--- src/rtl/types_pkg.sv ---
// ----------------------------------------------------------------------------
// types_pkg
// Shared types and helpers for the mode sequencer slice.
//   WORD_W        operand word width
//   word_t        operand word type (switch bank / operand snapshot)
//   opr_mode_t    operation mode presented to the downstream operation selector
//   db_state_t    per-button debounce FSM state
//   next_mode_fn  step one mode forward, COUNT_ONES wraps to RESET
//   prev_mode_fn  step one mode backward, RESET wraps to COUNT_ONES
// Both helpers map an illegal encoding to RESET so that a corrupted mode
// register recovers on the next button action in either direction.
// ----------------------------------------------------------------------------
package types_pkg;

    localparam int WORD_W = 16;

    typedef logic [WORD_W-1:0] word_t;

    typedef enum logic [2:0] {
        RESET        = 3'd0,
        ADD          = 3'd1,
        SUB          = 3'd2,
        MUL          = 3'd3,
        LEADING_ONES = 3'd4,
        COUNT_ONES   = 3'd5
    } opr_mode_t;

    typedef enum logic [1:0] {
        IDLE         = 2'd0,
        WAIT_PRESS   = 2'd1,
        PRESSED      = 2'd2,
        WAIT_RELEASE = 2'd3
    } db_state_t;

    function automatic opr_mode_t next_mode_fn(input opr_mode_t mode);
        opr_mode_t result;
        case (mode)
            RESET:        result = ADD;
            ADD:          result = SUB;
            SUB:          result = MUL;
            MUL:          result = LEADING_ONES;
            LEADING_ONES: result = COUNT_ONES;
            COUNT_ONES:   result = RESET;
            default:      result = RESET;
        endcase
        return result;
    endfunction

    function automatic opr_mode_t prev_mode_fn(input opr_mode_t mode);
        opr_mode_t result;
        case (mode)
            RESET:        result = COUNT_ONES;
            ADD:          result = RESET;
            SUB:          result = ADD;
            MUL:          result = SUB;
            LEADING_ONES: result = MUL;
            COUNT_ONES:   result = LEADING_ONES;
            default:      result = RESET;
        endcase
        return result;
    endfunction

endpackage

--- src/rtl/button_debounce.sv ---
// ----------------------------------------------------------------------------
// button_debounce
// Turns one raw, asynchronous, active-high push button into a single-cycle
// press strobe.
//
// Configuration macro: MODE_SEQ_DEBOUNCE_EN
//   defined   : 2-flop synchronizer followed by a four-state debounce FSM.
//               A level change is accepted only after DEBOUNCE_CYCLES
//               consecutive identical synchronized samples. The strobe is a
//               registered pulse on the accepted press only; releases and
//               long holds produce nothing further.
//   undefined : 2-flop synchronizer followed by a rising-edge detector on
//               the synchronized level. DEBOUNCE_CYCLES is not used.
//
// Ports
//   clk     rising-edge system clock
//   rst_n   synchronous active-low reset; clears synchronizer, FSM, counter
//   btn     raw button level (asynchronous)
//   strobe  one-cycle press strobe
// ----------------------------------------------------------------------------
module button_debounce
    import types_pkg::*;
#(
    parameter int unsigned DEBOUNCE_CYCLES = 1_000_000
) (
    input  logic clk,
    input  logic rst_n,
    input  logic btn,
    output logic strobe
);

    logic sync_meta;
    logic sync;

    always_ff @(posedge clk) begin
        if (!rst_n) begin
            sync_meta <= 1'b0;
            sync      <= 1'b0;
        end else begin
            sync_meta <= btn;
            sync      <= sync_meta;
        end
    end

`ifdef MODE_SEQ_DEBOUNCE_EN

    localparam int unsigned CNT_W = $clog2(DEBOUNCE_CYCLES + 1);
    localparam logic [CNT_W-1:0] CNT_MAX = CNT_W'(DEBOUNCE_CYCLES);

    db_state_t        state;
    logic [CNT_W-1:0] cnt;
    logic [CNT_W-1:0] cnt_inc;

    // Saturating increment. The counter is zero whenever the FSM sits in
    // IDLE or PRESSED, so the sample that leaves those states counts as the
    // first of the required run.
    assign cnt_inc = (cnt == CNT_MAX) ? cnt : cnt + 1'b1;

    always_ff @(posedge clk) begin
        if (!rst_n) begin
            state  <= IDLE;
            cnt    <= '0;
            strobe <= 1'b0;
        end else begin
            strobe <= 1'b0;
            case (state)
                IDLE: begin
                    if (sync) begin
                        if (cnt_inc == CNT_MAX) begin
                            state  <= PRESSED;
                            strobe <= 1'b1;
                            cnt    <= '0;
                        end else begin
                            state <= WAIT_PRESS;
                            cnt   <= cnt_inc;
                        end
                    end
                end
                WAIT_PRESS: begin
                    if (!sync) begin
                        state <= IDLE;
                        cnt   <= '0;
                    end else if (cnt_inc == CNT_MAX) begin
                        state  <= PRESSED;
                        strobe <= 1'b1;
                        cnt    <= '0;
                    end else begin
                        cnt <= cnt_inc;
                    end
                end
                PRESSED: begin
                    if (!sync) begin
                        if (cnt_inc == CNT_MAX) begin
                            state <= IDLE;
                            cnt   <= '0;
                        end else begin
                            state <= WAIT_RELEASE;
                            cnt   <= cnt_inc;
                        end
                    end
                end
                WAIT_RELEASE: begin
                    // A bounce back to 1 during release is still the same
                    // press, so return to PRESSED without a new strobe.
                    if (sync) begin
                        state <= PRESSED;
                        cnt   <= '0;
                    end else if (cnt_inc == CNT_MAX) begin
                        state <= IDLE;
                        cnt   <= '0;
                    end else begin
                        cnt <= cnt_inc;
                    end
                end
                default: begin
                    state <= IDLE;
                    cnt   <= '0;
                end
            endcase
        end
    end

`else

    logic sync_prev;

    always_ff @(posedge clk) begin
        if (!rst_n) begin
            sync_prev <= 1'b0;
        end else begin
            sync_prev <= sync;
        end
    end

    // Because the synchronizer clears on reset, a button held through reset
    // release shows up as a fresh rising edge.
    assign strobe = sync & ~sync_prev;

`endif

endmodule

--- src/rtl/mode_sequencer.sv ---
// ----------------------------------------------------------------------------
// mode_sequencer
// Steps an operation mode forward/backward from two push buttons and
// snapshots the switch operands whenever the mode changes.
//
// Configuration macro: MODE_SEQ_DEBOUNCE_EN (passed through to
// button_debounce; enables the counter-based debounce FSMs, otherwise each
// button uses a plain synchronized rising-edge detector).
//
// Ports
//   CLK100MHZ   rising-edge system clock
//   CPU_RESETN  synchronous active-low reset
//   BTNC        raw "next mode" button, active-high
//   BTNL        raw "previous mode" button, active-high
//   SW          raw switch operands
//   SELECTOR    registered current mode
//   SW_OUT      registered operand snapshot taken with each mode change
//   MODE_CHG    one-cycle pulse in the cycle SELECTOR takes a new value
//
// Mode order: RESET, ADD, SUB, MUL, LEADING_ONES, COUNT_ONES (wrapping).
// Latency: one cycle from strobe to SELECTOR/SW_OUT/MODE_CHG; from a clean
// press edge that is 2 (synchronizer) + DEBOUNCE_CYCLES + 1 cycles.
// ----------------------------------------------------------------------------
module mode_sequencer
    import types_pkg::*;
#(
    parameter int unsigned DEBOUNCE_CYCLES = 1_000_000
) (
    input  logic      CLK100MHZ,
    input  logic      CPU_RESETN,
    input  logic      BTNC,
    input  logic      BTNL,
    input  word_t     SW,
    output opr_mode_t SELECTOR,
    output word_t     SW_OUT,
    output logic      MODE_CHG
);

    logic next_strobe;
    logic prev_strobe;

    button_debounce #(
        .DEBOUNCE_CYCLES(DEBOUNCE_CYCLES)
    ) u_next (
        .clk   (CLK100MHZ),
        .rst_n (CPU_RESETN),
        .btn   (BTNC),
        .strobe(next_strobe)
    );

    button_debounce #(
        .DEBOUNCE_CYCLES(DEBOUNCE_CYCLES)
    ) u_prev (
        .clk   (CLK100MHZ),
        .rst_n (CPU_RESETN),
        .btn   (BTNL),
        .strobe(prev_strobe)
    );

    // Simultaneous next and previous strobes cancel: nothing moves, nothing
    // is captured and no change pulse is raised.
    always_ff @(posedge CLK100MHZ) begin
        if (!CPU_RESETN) begin
            SELECTOR <= RESET;
            SW_OUT   <= '0;
            MODE_CHG <= 1'b0;
        end else begin
            MODE_CHG <= 1'b0;
            if (next_strobe ^ prev_strobe) begin
                SELECTOR <= next_strobe ? next_mode_fn(SELECTOR)
                                        : prev_mode_fn(SELECTOR);
                SW_OUT   <= SW;
                MODE_CHG <= 1'b1;
            end
        end
    end

endmodule

--- config.mk ---
export PLATFORM = sky130hd
export DESIGN_NAME = mode_sequencer
export DESIGN_NICKNAME = d
export VERILOG_FILES = /design/src/rtl/types_pkg.sv /design/src/rtl/button_debounce.sv /design/src/rtl/mode_sequencer.sv
export SDC_FILE = /design/constraint.sdc
export NUM_CORES = 1
export LEC_CHECK = 0
export ABC_AREA = 1
export ABC_CLOCK_PERIOD_IN_PS = 1400
export CAP_MARGIN = 0
export CELL_PAD_IN_SITES_DETAIL_PLACEMENT = 0
export CELL_PAD_IN_SITES_GLOBAL_PLACEMENT = 1
export CORE_ASPECT_RATIO = 0.6
export CORE_UTILIZATION = 30
export CTS_CLUSTER_DIAMETER = 60
export CTS_CLUSTER_SIZE = 40
export DETAILED_ROUTE_END_ITERATION = 8
export PLACE_DENSITY = 0.85
export SYNTH_ARGS = -nofsm -noshare
export SYNTH_HDL_FRONTEND = slang
export SYNTH_SLANG_ARGS = --single-unit
--- constraint.sdc ---
create_clock -name CLK100MHZ -period 1.4 [get_ports CLK100MHZ]
set_input_delay 0.42 -clock CLK100MHZ [delete_from_list [all_inputs] [get_ports CLK100MHZ]]
set_output_delay 0.42 -clock CLK100MHZ [all_outputs]
set_load 0.005 [all_outputs]
Yosys cells after proc, flatten, opt, wreduce, memory -nomap -nowiden
Cells that the tools add are included.
Word-level totals
  bits in registers: 26
  output and inout port bits: 20
  word-level logic and storage cells: 24
Operators by class
  equal/unequal tests: 5
  multiplexer cells: 4
  bitwise gates (word level): 5
  reductions and logical operators: 1
Operator list (number)
  one-hot mux 3 bit (5 select lines): 2
  == test 3 x 2 -> 1 bit, second input constant: 2
  == test 3 bit, second input constant: 2
  == test 3 x 1 -> 1 bit, second input constant: 1
  logical NOT 3 bit: 1
  two-way mux 3 bit: 1
  AND 1 bit: 2
  NOT 1 bit: 2
  two-way mux 1 bit: 1
  bitwise XOR 1 bit: 1

Logic depth before layout (Yosys ltp)
Gate-level depths: netlist of the first run.
  depth after elaboration: 4
  mapped depth: 8

By module
A second synthesis of the first run with hierarchy kept.
Second synthesis, totals
  cells, all modules: 130
  area total of the unflattened synthesis: 1038.5 µm²
Modules (own cells, without submodules)
  mode_sequencer: times used 1, cells an instance 108, area each 853.3 µm², seq. area each 400.4 µm²
  button_debounce: times used 2, cells an instance 11, area each 92.6 µm², seq. area each 60.1 µm²

Worst setup path after synthesis of the first run
Ideal clock, no wire load.
  kind: flip-flop to flip-flop
  from: reg u_next.sync
  to: reg SELECTOR[1]
  arrival: 0.893 ns
  required time: 1.289 ns
  setup slack: 0.395 ns
  stages on the path, launching flop included: 9
  buffers on the path: 1
  cells stage by stage: dfxtp_1 -> inv_2 -> nor2_4 -> nand2_1 -> nand2_2 -> buf_6 -> nand2_1 -> nand2_1 -> nor2_1
Between the ends
  cells in the longest elaborated chain, start to end: 2
  elaborated cells between the ends (all ways): 3
  classes of those cells: 1 x mux; 2 x bitwise
RTL lines
  from (decl): line button_debounce.sv:33  | logic sync;
  from (signal assigned): line button_debounce.sv:41  | sync <= sync_meta;
  AND 1 bit (*): line button_debounce.sv:137  | assign strobe = sync & ~sync_prev;
  two-way mux 3 bit / bitwise XOR 1 bit (equally long branches): line mode_sequencer.sv:70, mode_sequencer.sv:69
  to (signal assigned): line mode_sequencer.sv:70  | SELECTOR <= next_strobe ? next_mode_fn(SELECTOR)
  to (decl): line mode_sequencer.sv:34  | output opr_mode_t SELECTOR,
Mark *: on every way between the ends. The rest lies on a longest branch, timed or not.
A chain may end at the register's enable or synchronous reset.

Worst setup path in the final report of the first run
  from: reg SW_OUT[10]
  to: out SW_OUT[10]
RTL lines
  from (decl): line mode_sequencer.sv:35  | output word_t SW_OUT,
  from (signal assigned): line mode_sequencer.sv:65  | SW_OUT <= '0;
  from (signal assigned): line mode_sequencer.sv:72  | SW_OUT <= SW;
No word-level cell between the ends.

==> results of run 1 <==
## layer usage
metal,share of wire [%],up-vias
li1,-,507
met2,43,24
met3,5.8,3
met5,0,-
met4,0.34,0
met1,51,424
## final cells by class
| type | count | area [um2] |
|---|---|---|
| Clock buffer | 4 | 55.1 |
| Tap cell | 45 | 56.3 |
| Multi-Input combinational cell | 93 | 425 |
| Inverter | 15 | 56.3 |
| Timing Repair Buffer | 45 | 435 |
| Fill cell | 338 | 1760 |
| Sequential cell | 26 | 537 |
## flip-flops by register name (all words and copies together) (netlist names)
register	count
SW_OUT	16
SELECTOR	3
MODE_CHG	1
u_next.sync	1
u_next.sync_meta	1
u_next.sync_prev	1
u_prev.sync	1
u_prev.sync_meta	1
u_prev.sync_prev	1
## worst register-to-register path, delay by kind of cell (launching register included)
kind	cells	cell delay, ps
buffers and inverters	2	230
AO/OA/AOI/OAI	1	60
flip-flops	1	380
AND/OR/NAND/NOR	4	500
## through the flow
stage | power (mW) | hold slack (ps) | area (um2) | cells | setup WS [ps]
after floorplan | 0.997 | 390 | 1060 | 139 | 395
after global placement | 1.16 | 391 | 1510 | 223 | 53.2
after detailed placement | 1.17 | 397 | 1510 | 223 | 42.0
after CTS | 1.63 | 417 | 1570 | 228 | 75.1
after global routing | 1.71 | 446 | 1570 | 228 | 48.2
final | 1.61 | 416 | 1570 | 228 | 100
## logic make-up after synthesis
| logic type | share of synthesized area [%] |
|---|---|
| AND/OR/NAND/NOR | 31.1 |
| flip-flops | 49.1 |
| buffers and inverters | 10.8 |
| AO/OA/AOI/OAI | 8.96 |
## path summary, 6_finish.rpt
kind | endpoint | slack [ps] | cells past startpoint
worst max register to register | SW_OUT[15]$_SDFFE_PN0P_ | 180 | 7
worst max-delay path | SW_OUT[10] | 100 | 1
worst min-delay path | u_prev.sync$_SDFF_PN0_ | 420 | 2
worst min register to register | u_prev.sync$_SDFF_PN0_ | 420 | 2
## Yosys cell counts
library cell	count	area, um2
nand2_2	4	25.0
o21ai_1	16	80.1
nand2_1	23	86.3
nor2_4	1	11.3
nor2_1	34	128
o21ai_0	2	10.0
a21oi_1	1	5.00
nand2_4	1	11.3
inv_1	14	52.6
buf_12	1	20.0
buf_2	1	5.00
inv_2	1	3.75
dfxtp_1	26	521
nor2_2	11	68.8
buf_6	3	33.8
## layout by cell type (no fill, tap or decap), drive strengths merged
cell / synthesis / layout
dfxtp: 26 / 26
o21ai: 18 / 18
buf: 5 / 6
inv: 15 / 15
a21oi: 1 / 1
dlygate4sd2: 0 / 20
nand2: 28 / 28
nor2: 46 / 46
clkdlybuf4s50: 0 / 19
clkbuf: 0 / 4
## power by group through the flow
stage | logic [mW] | registers, mW | clock network, mW
detailed placement | 0.333 | 0.839 | 0
CTS | 0.309 | 0.825 | 0.496
global placement | 0.325 | 0.837 | 0
global route | 0.340 | 0.832 | 0.537
floorplan | 0.152 | 0.845 | 0
finish | 0.306 | 0.825 | 0.476
## what timing repair did
action / 4_1_cts / 5_1_grt
buffers inserted: 1 / 0
gates resized for setup: 33 / 0
endpoints found under the setup margin: 20 / 0
hold endpoints to repair: 0 / 0
==> impl_metrics.ini, run 1 <==
[clock_network]
clkTransAtPathRegs_ps = 90
cts_inserted_buffers = 3
clockBufferDepth = 2
cts_max_level = 1
cts_hold_buf = 0
cts_sinks = 26
cts_tree = built
cts_root_buf = clkbuf_8
clock_latency_ps = 270

[setup_path]
crit_chain = dlygate4sd2_1
critPathSlowestCell = dfxtp_1
arrival_ps = 880
start_kind = register
crit_family = flip-flops
cp_num_buf_inv = 1
cp-end-kind = output port
r2r_start = u_next.sync$_SDFF_PN0_
worst-path-max-fanout = 2
crit_type = reg2out
cp_data_required_time_ps = 980
cpPeakStageDelay_ps = 350
startpoint = SW_OUT[10]$_SDFFE_PN0P_

[die]
rows = 16
die_w_um = 78.8
core_area_um2 = 3320
num_io_pins = 40
die_h_um = 48.1
start_util_pct = 31.9
die-area_um2 = 3790

[power]
switching_share_pct = 24.5
p_clk_share_pct = 29.6
p_comb_share_pct = 19.0
p_int_mw = 1.21
pwr-share-seq_pct = 51.4
p_leak_nw = 0.758
p_switching_mw = 0.393
power-per-cell-area_nw_per_um2 = 1030
ir_drop_mv = 0.514

[routing]
vias_per_cell = 4.20
firstDrtPassIters = 4
post_drt_wl_per_cell_um = 10.3
routed_wl_um = 2350
drc_errors = 0
ant_nets = 0
drt_iter0_drc = 44
dr_total_vias = 958

[layout]
utilization_pct = 47.1
nets = 204
area_growth_pct = 47.5
drive_above_1_share_pct = 22.4
diodes = 0

[logic_synthesis]
synthesis.area_um2 = 1060
netlist_instances = 139
synth_fp_nets = 159
yosys_warnings = 0
synth.distinct_cells = 15
syn-mean-instance-area_um2 = 7.63
ys_ff_latch = 26
yosysSeqAreaShare_pct = 49.1

[outcome]
status = complete, no violations

[sta]
tns_ps = 0
fin_crit_sh_pct = 92.9
hold_viol_final = 0
final-setup-viol-count = 0
fin_skew_ps = 9.18
drv_slew = 0
rsz0062_at_grt = no
worst_pin_slew_ps = 247
fin_crit_ps = 1300
fmax_mhz = 769
max_slew_margin_pct = 83.5

[grt]
grt_util_met3_pct = 4.76
grt_max_degree = 27
grtUsageMet1_pct = 17.6
grt_pass1_wl_um = 3580
use_met2_pct = 19.7
grt_antenna_before_repair = 0
grt-busiest-layer = met2
grt.total_usage_pct = 12.8
grt_pass1_vias = 801
gr-total-overflow = 0

[flow_run]
max_cap_violations = 0

[place]
gp_congestion = 0.750
port_buffers = 39
dp_hpwl_um = 1750

[min_path]
min_path_type = reg2reg
hold_start = u_prev.sync_meta$_SDFF_PN0_
Power figures use the tool's default switching activity.
==> run 2: changes to the inputs <==
--- a/config.mk
+++ b/config.mk
@@ -6,7 +6,6 @@
 export NUM_CORES = 1
 export LEC_CHECK = 0
 export ABC_AREA = 1
-export ABC_CLOCK_PERIOD_IN_PS = 1400
 export CAP_MARGIN = 0
 export CELL_PAD_IN_SITES_DETAIL_PLACEMENT = 0
 export CELL_PAD_IN_SITES_GLOBAL_PLACEMENT = 1
@@ -15,7 +14,7 @@
 export CTS_CLUSTER_DIAMETER = 60
 export CTS_CLUSTER_SIZE = 40
 export DETAILED_ROUTE_END_ITERATION = 8
-export PLACE_DENSITY = 0.85
+export PLACE_DENSITY = 0.75
 export SYNTH_ARGS = -nofsm -noshare
 export SYNTH_HDL_FRONTEND = slang
 export SYNTH_SLANG_ARGS = --single-unit
==> run 2 against run 1 <==
Maximum frequency grew 0.27%; clock power grew 29%; combinational power shrank 2%; highest routed layer is now met3.
==> impl_metrics.ini, run 2 (synthesis gave the netlist of run 1 again) <==
[sta]
fin_crit_ps = 1300
fin_crit_sh_pct = 92.6
worst_pin_slew_ps = 278
drv_slew = 0
fin_skew_ps = 1.01
final-setup-viol-count = 0
rsz0062_at_grt = no
max_slew_margin_pct = 81.5
fmax_mhz = 771
hold_viol_final = 0
tns_ps = 0

[layout]
diodes = 0
regMostFlops = SW_OUT
instances_no_fill = 230
area_growth_pct = 48.6
biggestRegsByFlops = SW_OUT x16, SELECTOR x3
final_cell_mix = nor2_1 (34), nand2_1 (23), dlygate4sd2_1 (20)
final_common_cell = nor2_1
nets = 206
fillers = 338
largest_reg_flops = 16
drive_above_1_share_pct = 25.4

[grt]
grt.total_usage_pct = 13.0
grt_pass1_vias = 837
grt_pass1_wl_um = 3770
gr-total-overflow = 0
grt_max_degree = 20
grt_antenna_before_repair = 0

[power]
p_clk_share_pct = 35.2
p_leak_nw = 0.766
switching_share_pct = 22.9
p_switching_mw = 0.398
p_int_mw = 1.34
p_comb_share_pct = 17.2
pwr-share-seq_pct = 47.6
ir_drop_mv = 0.489
power-per-cell-area_nw_per_um2 = 1100

[setup_path]
cpPeakStageDelay_ps = 370
reg2regPathDepth = 7
crit_chain = dlygate4sd2_1
r2r_start = u_next.sync$_SDFF_PN0_
crit_family = flip-flops
arrival_ps = 880
worst-path-max-fanout = 5
crit_type = reg2out
cp-end-kind = output port
cp_data_required_time_ps = 980
critPathSlowestCell = dfxtp_2
cp_num_buf_inv = 1
path_depth = 1
startpoint = SELECTOR[2]$_SDFFE_PN0P_
start_kind = register

[place]
gp_congestion = 0.786
dp_hpwl_um = 1730
port_buffers = 39
dp.cells = 224

[routing]
drc_errors = 0
wl_met2_um = 1000
top_layer_used = met3
routed_wl_um = 2310
post_drt_wl_per_cell_um = 10.0
wl_met1_um = 1170
drt_iter0_drc = 20
dr_total_vias = 940
ant_nets = 0
wl_met3_um = 141
firstDrtPassIters = 3
vias_per_cell = 4.09

[clock_network]
clkTransAtPathRegs_ps = 90
cts_inserted_buffers = 3
cts_tree = built
clockBufferDepth = 2
cts_sinks = 26
cts_max_level = 1
clock_latency_ps = 270
cts_root_buf = clkbuf_8
cts_hold_buf = 0

[die]
num_io_pins = 40
die_h_um = 48.1
core_area_um2 = 3320
rows = 16
die_w_um = 78.8
start_util_pct = 31.9
die-area_um2 = 3790

[flow_run]
max_cap_violations = 0

[min_path]
hold_start = u_next.sync_meta$_SDFF_PN0_
hold_path_depth = 2
min_path_type = reg2reg

[outcome]
status = complete, no violations
[run 2: cell count changes in the layout (fill, tap and decap cells not counted), sizes merged]
cell,previous run,this run
buf,6,8
bufinv,0,1
clkbuf,4,3
[run 2: metal layers]
metal | global-route usage (%) | vias up
li1 | - | 509
met1 | 17.5 | 408
met2 | 20.5 | 23
met3 | 4.76 | 0
met4 | 2.22 | 0
met5 | 0 | -
[run 2: tightest hold or removal path: stages, from the launching register on]
cell and delay, ps:
dfxtp_1 310, nand2_1 40, inv_1 40
[run 2: power by group through the flow]
stage          combinational [mW]  clock [mW]  sequential [mW]
2_1_floorplan               0.152           0            0.845
3_3_place_gp                0.319           0            0.838
3_5_place_dp                0.324           0            0.839
4_1_cts                     0.303       0.641            0.828
5_1_grt                     0.339       0.665            0.836
6_report                    0.300       0.613            0.828
[run 2: final timing paths]
path	slack, ps	end
setup reg to reg	160	SELECTOR[2]$_SDFFE_PN0P_
hold reg to reg	420	u_next.sync$_SDFF_PN0_
hold / removal	420	u_next.sync$_SDFF_PN0_
setup / recovery	100	SELECTOR[2]
[run 2: area by class of cell]
type,count,area (um2),share of cell area (%)
clock buffers,3,41.3,2.62
flip-flops and latches,26,542,34.4
repair buffers,47,425,27.0
multi-input cells,93,425,27.0
clock inverters,1,30.0,1.90
well taps,45,56.3,3.57
inverters,15,56.3,3.57
[run 2: repair_timing]
item,in CTS,in global routing
hold endpoints to repair,0,0
setup endpoints to repair,20,0
gates resized for setup,37,0
setup buffers,2,0
[run 2: through the flow]
step	utilization [%]	setup WS [ps]	power (mW)	hold slack [ps]	instance area, um2
2_1_floorplan	-	395	0.997	390	1060
3_3_place_gp	45.0	91.9	1.16	400	1490
3_5_place_dp	45.0	36.1	1.16	398	1490
4_1_cts	47.4	86.8	1.77	426	1580
5_1_grt	47.4	38.4	1.84	446	1580
6_report	47.4	104	1.74	419	1580
==> run 3: changes to the inputs <==
--- a/config.mk
+++ b/config.mk
@@ -14,7 +14,7 @@
 export CTS_CLUSTER_DIAMETER = 60
 export CTS_CLUSTER_SIZE = 40
 export DETAILED_ROUTE_END_ITERATION = 8
-export PLACE_DENSITY = 0.75
+export PLACE_DENSITY = 0.79
 export SYNTH_ARGS = -nofsm -noshare
 export SYNTH_HDL_FRONTEND = slang
 export SYNTH_SLANG_ARGS = --single-unit
==> run 3 against run 2 <==
Clock power decreased by 22%; combinational power increased by 5%; cell count rose by 0.43%; worst setup slack improved by 19 ps; total power down 7.0%; first-iteration DRC count rose by 30%; maximum frequency increased by 1.5%; flip-flop and latch count unchanged; via count rose by 1.6%; critical path depth unchanged; clock-buffer cell count rose by 1; register-to-register slack better by 40 ps; critical path type unchanged.
==> impl_metrics.ini, run 3 (synthesis gave the netlist of run 1 again) <==
[grt]
grt.total_usage_pct = 12.9
grt_pass1_vias = 804
gr-total-overflow = 0
grt_antenna_before_repair = 0
grt_max_degree = 27
grt_pass1_wl_um = 3570

[die]
die-area_um2 = 3790
core_area_um2 = 3320
num_io_pins = 40
rows = 16
die_h_um = 48.1
die_w_um = 78.8
start_util_pct = 31.9

[setup_path]
cpPeakStageDelay_ps = 330
cp_data_required_time_ps = 980
r2r_start = u_next.sync$_SDFF_PN0_
crit_chain = dlygate4sd2_1
start_kind = register
cp_num_buf_inv = 1
crit_family = flip-flops
worst-path-max-fanout = 2
arrival_ps = 860
cp-end-kind = output port
startpoint = SW_OUT[1]$_SDFFE_PN0P_
critPathSlowestCell = dfxtp_2
crit_type = reg2out

[min_path]
min_path_type = reg2reg
hold_start = u_prev.sync_meta$_SDFF_PN0_

[clock_network]
clockBufferDepth = 2
cts_sinks = 26
cts_max_level = 1
cts_tree = built
clock_latency_ps = 270
clkTransAtPathRegs_ps = 80
cts_root_buf = clkbuf_8
cts_inserted_buffers = 3
cts_hold_buf = 0

[power]
p_switching_mw = 0.393
p_int_mw = 1.22
p_clk_share_pct = 29.4
p_leak_nw = 0.776
p_comb_share_pct = 19.6
switching_share_pct = 24.3
pwr-share-seq_pct = 51.0
ir_drop_mv = 0.385
power-per-cell-area_nw_per_um2 = 1010

[layout]
fillers = 350
postLayoutCellArea_um2 = 1590
area_growth_pct = 50.2
utilization_pct = 48.0
nets = 207
final_cell_mix = nor2_1 (34), nand2_1 (23), dlygate4sd2_1 (20)
regMostFlops = SW_OUT
final_common_cell = nor2_1
seqCellArea_um2 = 543
biggestRegsByFlops = SW_OUT x16, SELECTOR x3
largest_reg_flops = 16
drive_above_1_share_pct = 26.3
diodes = 0
multiInputGateArea_um2 = 425

[flow_run]
max_cap_violations = 0

[sta]
final-setup-viol-count = 0
max_slew_margin_pct = 86.5
rsz0062_at_grt = no
holdWs_ps = 421
tns_ps = 0
fin_crit_ps = 1280
fin_crit_sh_pct = 91.3
fmax_mhz = 783
worst_pin_slew_ps = 202
hold_viol_final = 0
drv_slew = 0
fin_skew_ps = 1.44

[routing]
firstDrtPassIters = 4
routed_wl_um = 2350
vias_per_cell = 4.13
drc_errors = 0
post_drt_wl_per_cell_um = 10.2
drt_iter0_drc = 26
ant_nets = 0
dr_total_vias = 955

[place]
place_area_um2 = 1520
gp_congestion = 0.731
port_buffers = 39
dp_hpwl_um = 1720

[outcome]
status = complete, no violations
==> run 3: path summary, 6_finish.rpt <==
check / end / slack [ps] / depth (start not counted)
worst min-delay path: u_prev.sync$_SDFF_PN0_ / 420 / 2
worst max-delay path: SW_OUT[1] / 120 / 1
worst max register to register: SW_OUT[0]$_SDFFE_PN0P_ / 200 / 7
worst min register to register: u_prev.sync$_SDFF_PN0_ / 420 / 2
==> run 3: timing repair <==
action                                 in CTS  in global routing
endpoints found under the hold margin       0                  0
setup endpoints to repair                  20                  0
setup buffers                               3                  0
gates resized for setup                    38                  0
==> run 3: metal layers <==
layer  global-route usage [%]  vias up  share of wire, %
met1                     16.6      420                49
met2                     20.2       23                43
li1                         -      509                 -
met5                        0        -                 0
met4                     3.33        0              0.81
met3                     5.33        3               6.8
==> run 3: layout make-up <==
cell class	count	area share (%)
Sequential cell	26	34.1
Timing Repair Buffer	48	28.7
Clock buffer	4	3.45
Inverter	15	3.53
Multi-Input combinational cell	93	26.7
Tap cell	45	3.53
==> run 3: power groups by stage <==
stage | clock network (mW) | registers (mW) | logic, mW
3_3_place_gp | 0 | 0.838 | 0.329
6_report | 0.476 | 0.825 | 0.316
5_1_grt | 0.534 | 0.833 | 0.357
3_5_place_dp | 0 | 0.839 | 0.336
2_1_floorplan | 0 | 0.845 | 0.152
4_1_cts | 0.498 | 0.826 | 0.320
==> run 3: metrics by stage <==
step                      setup slack [ps]  instances  power (mW)
after floorplan                        395        139       0.997
after global placement                60.3        224        1.17
after detailed placement              38.3        224        1.17
after CTS                              108        231        1.64
after global routing                  73.1        231        1.72
final                                  122        231        1.62
